## config.mk

```make
export PLATFORM = sky130hd
export DESIGN_NAME = alu_decoder
export DESIGN_NICKNAME = d
export VERILOG_FILES = /design/src/rtl/alu_decoder.sv
export SDC_FILE = /design/constraint.sdc
export NUM_CORES = 1
export LEC_CHECK = 0
export ABC_AREA = 1
export BUFFER_PORTS_ARGS = -buffer_cell sky130_fd_sc_hd__buf_2
export CAP_MARGIN = 20
export CORE_AREA = 4 4 41 43
export CTS_CLUSTER_SIZE = 14
export DETAILED_ROUTE_END_ITERATION = 8
export DIE_AREA = 0 0 45 47
export GPL_TIMING_DRIVEN = 0
export HOLD_SLACK_MARGIN = 0.12
export PLACE_DENSITY = 0.44
export SYNTH_ARGS = -nofsm -noshare
export SYNTH_HDL_FRONTEND = slang
export SYNTH_SLANG_ARGS = --single-unit
```

## constraint.sdc

```tcl
create_clock -name clk -period 0.8 [get_ports clk]
set_clock_uncertainty 0.05 [all_clocks]
set_input_delay 0.16 -clock clk [delete_from_list [all_inputs] [get_ports clk]]
set_output_delay 0.16 -clock clk [all_outputs]
set_load 0.05 [all_outputs]
```

## src/rtl/alu_decoder.sv

```systemverilog
// ============================================================================
// Module   : alu_decoder
// Purpose  : Registered ALU control decoder for an RV32I-subset datapath.
//            Flags unsupported operations instead of silently aliasing them.
// Revision : 1.0 - initial release
// ============================================================================
`default_nettype none

module alu_decoder (
    input  logic       clk,
    input  logic       rst_n,
    input  logic       funct7b5,
    input  logic       opb5,
    input  logic [2:0] funct3,
    input  logic [1:0] ALUOp,
    input  logic       funct7b1,
    output logic [2:0] ALUControl,
    output logic       illegal
);

    localparam logic [2:0] c_alu_add = 3'b000;
    localparam logic [2:0] c_alu_sub = 3'b001;
    localparam logic [2:0] c_alu_and = 3'b010;
    localparam logic [2:0] c_alu_or  = 3'b011;
    localparam logic [2:0] c_alu_xor = 3'b100;
    localparam logic [2:0] c_alu_slt = 3'b101;
    localparam logic [2:0] c_alu_sll = 3'b110;
    localparam logic [2:0] c_alu_srl = 3'b111;

    localparam logic [1:0] c_aluop_mem    = 2'b00;
    localparam logic [1:0] c_aluop_branch = 2'b01;
    localparam logic [1:0] c_aluop_arith  = 2'b10;

    localparam logic [2:0] c_f3_addsub = 3'b000;
    localparam logic [2:0] c_f3_sll    = 3'b001;
    localparam logic [2:0] c_f3_slt    = 3'b010;
    localparam logic [2:0] c_f3_sltu   = 3'b011;
    localparam logic [2:0] c_f3_xor    = 3'b100;
    localparam logic [2:0] c_f3_srx    = 3'b101;
    localparam logic [2:0] c_f3_or     = 3'b110;

    logic       w_is_rtype_sub;
    logic       w_is_mext;
    logic [2:0] w_alu_control;
    logic       w_illegal;
    logic [2:0] r_alu_control;
    logic       r_illegal;

    // Only R-type may subtract; addi with bit 30 set is still an add.
    assign w_is_rtype_sub = opb5 & funct7b5;
    assign w_is_mext      = opb5 & funct7b1;

    always_comb begin
        w_alu_control = c_alu_add;
        w_illegal     = 1'b0;
        case (ALUOp)
            c_aluop_mem: begin
                w_alu_control = c_alu_add;
            end
            c_aluop_branch: begin
                w_alu_control = c_alu_sub;
            end
            c_aluop_arith: begin
                if (w_is_mext) begin
                    w_illegal = 1'b1;
                end else begin
                    case (funct3)
                        c_f3_addsub: w_alu_control = w_is_rtype_sub ? c_alu_sub : c_alu_add;
                        c_f3_sll:    w_alu_control = c_alu_sll;
                        c_f3_slt:    w_alu_control = c_alu_slt;
                        c_f3_sltu:   w_illegal     = 1'b1;
                        c_f3_xor:    w_alu_control = c_alu_xor;
                        c_f3_srx: begin
                            // funct7b5 selects sra/srai, which has no ALU code; flag it.
                            if (funct7b5) w_illegal     = 1'b1;
                            else          w_alu_control = c_alu_srl;
                        end
                        c_f3_or:     w_alu_control = c_alu_or;
                        default:     w_alu_control = c_alu_and;
                    endcase
                end
            end
            default: begin
                w_illegal = 1'b1;
            end
        endcase
        // An illegal op must never leak a partially decoded code.
        if (w_illegal) w_alu_control = c_alu_add;
    end

    always_ff @(posedge clk or negedge rst_n) begin
        if (!rst_n) begin
            r_alu_control <= c_alu_add;
            r_illegal     <= 1'b0;
        end else begin
            r_alu_control <= w_alu_control;
            r_illegal     <= w_illegal;
        end
    end

    assign ALUControl = r_alu_control;
    assign illegal    = r_illegal;

endmodule

`default_nettype wire

```

==> results of run 1 <==
[layout make-up]
type | instances | area [um^2]
well taps | 15 | 18.8
inverters | 9 | 38.8
flip-flops and latches | 4 | 100
multi-input cells | 33 | 208
plain buffers | 1 | 11.3
clock buffers | 3 | 22.5
repair buffers | 14 | 113
fillers | 149 | 790
[worst paths after layout]
kind	endpoint	slack (ps)	startpoint
min in group asynchronous	illegal	230	rst_n
setup / recovery	ALUControl[1]	-150	ALUControl[1]
max in group asynchronous	ALUControl[0]	360	rst_n
hold / removal	ALUControl[1]	170	funct3[2]
[layer usage]
| layer | up-vias | track usage [%] |
|---|---|---|
| met1 | 138 | 8.22 |
| met2 | 11 | 9.60 |
| met3 | 0 | 2.30 |
| met4 | 0 | 5.26 |
| li1 | 180 | - |
| met5 | - | 0 |
[power groups by stage]
stage,sequential [mW],clock (mW),combinational [mW]
global route,0.218,0.274,0.232
detailed placement,0.217,0,0.173
CTS,0.217,0.249,0.189
floorplan,0.254,0,0.0788
global placement,0.217,0,0.174
finish,0.217,0.235,0.209
[state kept, by name (all words and copies together) (netlist names)]
register	flops
ALUControl	3
illegal	1
[cells by family (layout without fill, tap and decap cells)]
group | after synthesis | after routing
buf+inv | 10 | 27
compound gates | 3 | 3
fa+ha+maj | 3 | 3
simple gates | 27 | 27
flops | 4 | 4
[metrics by stage]
stage	setup TNS, ps	power, mW	instance area (um^2)	instances	hold WS (ps)
floorplan	-59.4	0.333	335	47	-186
global placement	-744	0.391	414	74	-82.9
detailed placement	-741	0.390	414	74	-83.3
CTS	-630	0.656	472	78	159
global route	-720	0.724	512	79	174
finish	-587	0.661	512	79	172
[Yosys cell counts (all sizes together)]
| cell | n |
|---|---|
| o21bai | 1 |
| dfrtp | 4 |
| a211oi | 1 |
| nand4 | 2 |
| a21oi | 1 |
| nand3 | 4 |
| ha | 3 |
| inv | 9 |
| nor2 | 6 |
| nand2 | 15 |
| buf | 1 |
[what timing repair did]
item | CTS | global route
endpoints found under the setup margin | 4 | 6
resized for setup | 8 | 6
pin swaps | 0 | 4
hold buffers | 1 | 0
buffers inserted | 0 | 1
endpoints found under the hold margin | 4 | 0
==> flow_metrics.py, run 1 <==
metrics = {
    "logic_synthesis": {
        "yosysWarnings": 0,
        "synthDominantCellAreaShare_pct": 31.3,
        "ys_top_cells_by_area": "dfrtp_1 (31%), nand2_1 (16%), ha_1 (12%), inv_1 (9.4%), nor2_1 (7.0%)",
        "ys_types": 13,
        "synth_fp_nets": 60,
        "synthMuxAreaShare_pct": 0,
        "synth_compound_area_share_pct": 7.42,
        "syn_inst": 47,
        "synth_top_family_by_area": "simple AND/OR/NAND/NOR gates",
        "syn_avg_cell_area_um2": 6.82,
        "yosysSeqAreaShare_pct": 31.3,
        "ys_seq_elements": 4,
        "synth-simple-area-share_pct": 35.5,
        "synthXorXnorAreaFrac_pct": 0,
        "syn_area_um2": 320,
        "yosysTopAreaCell": "dfrtp_1",
        "synth-adder-area-share_pct": 11.7,
    },
    "drt": {
        "vias_per_cell": 4.16,
        "route.top_layer_used": "met3",
        "wl_per_cell_um": 8.10,
        "wl_met2_um": 282,
        "drt_iter0_drc": 4,
        "drt-met1-wl_um": 294,
        "antenna_left": 0,
        "drt_wl_total_um": 640,
        "drt-pass1-iter-count": 2,
        "drc_errors": 0,
        "vias": 329,
        "wl_met3_um": 63,
    },
    "timing": {
        "fin_ws_ps": -149,
        "rsz0062_at_grt": "yes",
        "period_share_pct": 119,
        "max_freq_mhz": 1050,
        "setup_violations": 4,
        "worstMarginPinSlew_ps": 175,
        "hold_viol": 0,
        "finalMaxSlewViolations": 0,
        "maxSlewHeadroom_pct": 88.3,
        "finalCriticalPeriod_ps": 949,
    },
    "global_routing": {
        "track_usage_pct": 6.72,
        "grt-ovfl-total": 0,
        "antenna_found_initial": 0,
        "grt_pass1_wl_um": 1000,
        "grt_pass1_vias": 278,
        "grt_max_degree": 9,
    },
    "setup_path": {
        "critPathRequiredTime_ps": 590,
        "critPathKind": "reg2out",
        "critical_path.top_delay_family": "flip-flops",
        "worst-path-stages": 1,
        "crit_path_start_kind": "flip-flop",
        "cp-end-kind": "output port",
        "crit_fanout": 1,
        "cpMaxStageDelayCell": "dfrtp_1",
        "crit_chain": "buf_6",
        "cpPeakStageDelay_ps": 360,
        "timing.critical_path.buf_inv": 1,
        "worstPathArrival_ps": 740,
    },
    "floorplan": {
        "die_h_um": 47,
        "dieWidth_um": 45,
        "row_count": 13,
        "die-area_mm2": 0.00212,
        "core_area_mm2": 0.00130,
        "initial_core_util_pct": 24.6,
        "ios": 14,
    },
    "job": {
        "cap_violations": 0,
    },
    "cts": {
        "htreeDepth": 1,
        "clock_path_buffers": 2,
        "clk_pin_slew_ps": 30,
        "cts.sinks": 4,
        "cts_buffers": 3,
        "clock-root-buffer": "clkbuf_4",
        "cts_tree": "yes",
    },
    "pwr": {
        "irDropWorstVdd_mv": 0.283,
        "leakagePower_nw": 0.271,
        "power_frac_seq_pct": 32.9,
        "power_density_mw_per_mm2": 1290,
        "p_int_uw": 469,
        "switchingPower_uw": 192,
        "swShare_pct": 29.1,
        "p_clk_share_pct": 35.5,
        "p_comb_share_pct": 31.6,
    },
    "final_layout": {
        "areaGrowthSynthToFinish_pct": 59.8,
        "final_common_cell": "nand2_1",
        "utilization_pct": 39.3,
        "nNetsFinal": 79,
        "antenna_cells": 0,
        "layout_common_cells": "nand2_1 (13), buf_2 (7), nor2_1 (6), inv_1 (6), buf_6 (5)",
        "drive_gt1_share_pct": 39.1,
    },
    "run_status": {
        "violations": "negative setup slack",
        "outcome": "complete, but fails checks",
    },
    "worst_hold_path": {
        "hold_depth": 3,
        "hold_path_class": "in2reg",
    },
    "place": {
        "gp_congestion": 0.655,
        "dpl.hpwl_um": 525,
        "dpl_worst_slack_ps": -232,
        "numPortBuffers": 12,
    },
}
Note: power is estimated with default switching activity, not from simulation.
==> run 2: changes to the inputs <==
--- a/config.mk
+++ b/config.mk
@@ -6,7 +6,7 @@
 export NUM_CORES = 1
 export LEC_CHECK = 0
 export ABC_AREA = 1
-export BUFFER_PORTS_ARGS = -buffer_cell sky130_fd_sc_hd__buf_2
+export BUFFER_PORTS_ARGS = -buffer_cell sky130_fd_sc_hd__buf_4
 export CAP_MARGIN = 20
 export CORE_AREA = 4 4 41 43
 export CTS_CLUSTER_SIZE = 14
==> run 2 against run 1 <==
Against the previous run: cell area up 1.5%; die area stayed put; worst setup slack got worse by 6.6 ps; largest cell class unchanged; sequential share of layout area decreased by 0.28 points; critical path type unchanged; the flow still finishes with violations (negative setup slack); clock power grew 3%; hold slack hardly changed; maximum frequency is 0.69% lower; sequential cell count stayed put.
==> flow_metrics.py, run 2 (synthesis results as in run 1) <==
metrics = {
    "run_status": {
        "outcome": "complete, but fails checks",
        "violations": "negative setup slack",
    },
    "pwr": {
        "irDropWorstVdd_mv": 0.337,
        "leakagePower_nw": 0.277,
        "p_int_uw": 476,
        "power_frac_seq_pct": 32.4,
        "switchingPower_uw": 196,
        "p_clk_share_pct": 35.9,
        "swShare_pct": 29.2,
        "p_comb_share_pct": 31.7,
        "power_density_mw_per_mm2": 1290,
    },
    "final_layout": {
        "layout_common_cells": "nand2_1 (13), buf_4 (8), inv_1 (6)",
        "seq_area_um2": 100,
        "multi_input_area_um2": 198,
        "areaGrowthSynthToFinish_pct": 62.1,
        "drive_gt1_share_pct": 39.1,
        "antenna_cells": 0,
        "final_common_cell": "nand2_1",
        "largest_register_ffs": 3,
        "nFillCells": 148,
        "utilization_pct": 39.9,
        "nNetsFinal": 79,
    },
    "drt": {
        "vias": 326,
        "wl_per_cell_um": 7.92,
        "drc_errors": 0,
        "drt_wl_total_um": 626,
        "vias_per_cell": 4.13,
        "drt_iter0_drc": 7,
        "drt-pass1-iter-count": 4,
        "antenna_left": 0,
    },
    "global_routing": {
        "grt_pass1_vias": 302,
        "grt_pass1_wl_um": 1080,
        "grt-ovfl-total": 0,
        "track_usage_pct": 7.36,
        "antenna_found_initial": 0,
        "grt_max_degree": 9,
    },
    "timing": {
        "worstMarginPinSlew_ps": 171,
        "setup_tns_ps": -604,
        "finalMaxSlewViolations": 0,
        "hold_viol": 0,
        "rsz0062_at_grt": "yes",
        "finalCriticalPeriod_ps": 956,
        "fin_ws_ps": -156,
        "maxSlewHeadroom_pct": 88.5,
        "period_share_pct": 119,
        "setup_violations": 4,
        "max_freq_mhz": 1050,
    },
    "setup_path": {
        "critPathRequiredTime_ps": 590,
        "cpPeakStageDelay_ps": 360,
        "crit_path_start_kind": "flip-flop",
        "cpMaxStageDelayCell": "dfrtp_1",
        "critical_path.top_delay_family": "flip-flops",
        "cp-end-kind": "output port",
        "timing.critical_path.buf_inv": 1,
        "crit_fanout": 1,
        "critPathKind": "reg2out",
        "worstPathArrival_ps": 750,
        "crit_chain": "buf_6",
    },
    "worst_hold_path": {
        "hold_path_class": "in2reg",
    },
    "place": {
        "gp_congestion": 0.642,
        "numPortBuffers": 12,
        "dpl.hpwl_um": 537,
        "dpl_worst_slack_ps": -238,
    },
    "floorplan": {
        "row_count": 13,
        "die-area_mm2": 0.00212,
        "initial_core_util_pct": 24.6,
        "dieWidth_um": 45,
        "die_h_um": 47,
        "core_area_mm2": 0.00130,
        "ios": 14,
    },
    "cts": {
        "htreeDepth": 1,
        "cts_buffers": 3,
        "clk_pin_slew_ps": 40,
        "cts.sinks": 4,
        "clock_path_buffers": 2,
        "cts_tree": "yes",
        "clock-root-buffer": "clkbuf_4",
    },
    "job": {
        "cap_violations": 0,
    },
}
run 2: area by class of cell:
class / instances / share of cell area [%]
Tap cell: 15 / 3.61
Sequential cell: 4 / 19.3
Clock buffer: 3 / 4.34
Buffer: 1 / 2.17
Multi-Input combinational cell: 33 / 38.1
Inverter: 9 / 7.47
Timing Repair Buffer: 14 / 25.1
run 2: metal layers:
layer | global-route usage [%] | share of wire [%] | vias to the layer above
met4 | 7.02 | 0 | 0
met3 | 2.30 | 9.3 | 0
met1 | 8.22 | 46 | 135
met5 | 0 | 0 | -
li1 | - | - | 180
met2 | 11.0 | 44 | 11
run 2: path summary, 6_finish.rpt:
check | from | to | cells past startpoint
setup / recovery | ALUControl[1] | ALUControl[1] | 1
min in group asynchronous | rst_n | ALUControl[1] | 2
hold / removal | funct3[2] | ALUControl[1] | 3
max in group asynchronous | rst_n | ALUControl[0] | 2
run 2: what timing repair did:
action	CTS	global route
endpoints found under the hold margin	4	0
endpoints found under the setup margin	4	6
resized for setup	4	6
buffers inserted	0	1
cloned	0	0
pin swaps	0	4
hold buffers	1	0
run 2: stage by stage:
step                instance area (um^2)  hold slack (ps)  instances  power (mW)
global placement                     444            -92.3         74       0.410
CTS                                  492              152         78       0.677
detailed placement                   444            -91.4         74       0.408
global route                         519              183         79       0.724
finish                               519              172         79       0.672
floorplan                            335             -186         47       0.333
run 2: power by group through the flow:
stage | combinational (mW) | sequential, mW | clock [mW]
floorplan | 0.0788 | 0.254 | 0
global route | 0.236 | 0.218 | 0.270
CTS | 0.201 | 0.218 | 0.259
global placement | 0.192 | 0.218 | 0
detailed placement | 0.190 | 0.218 | 0
finish | 0.213 | 0.218 | 0.241
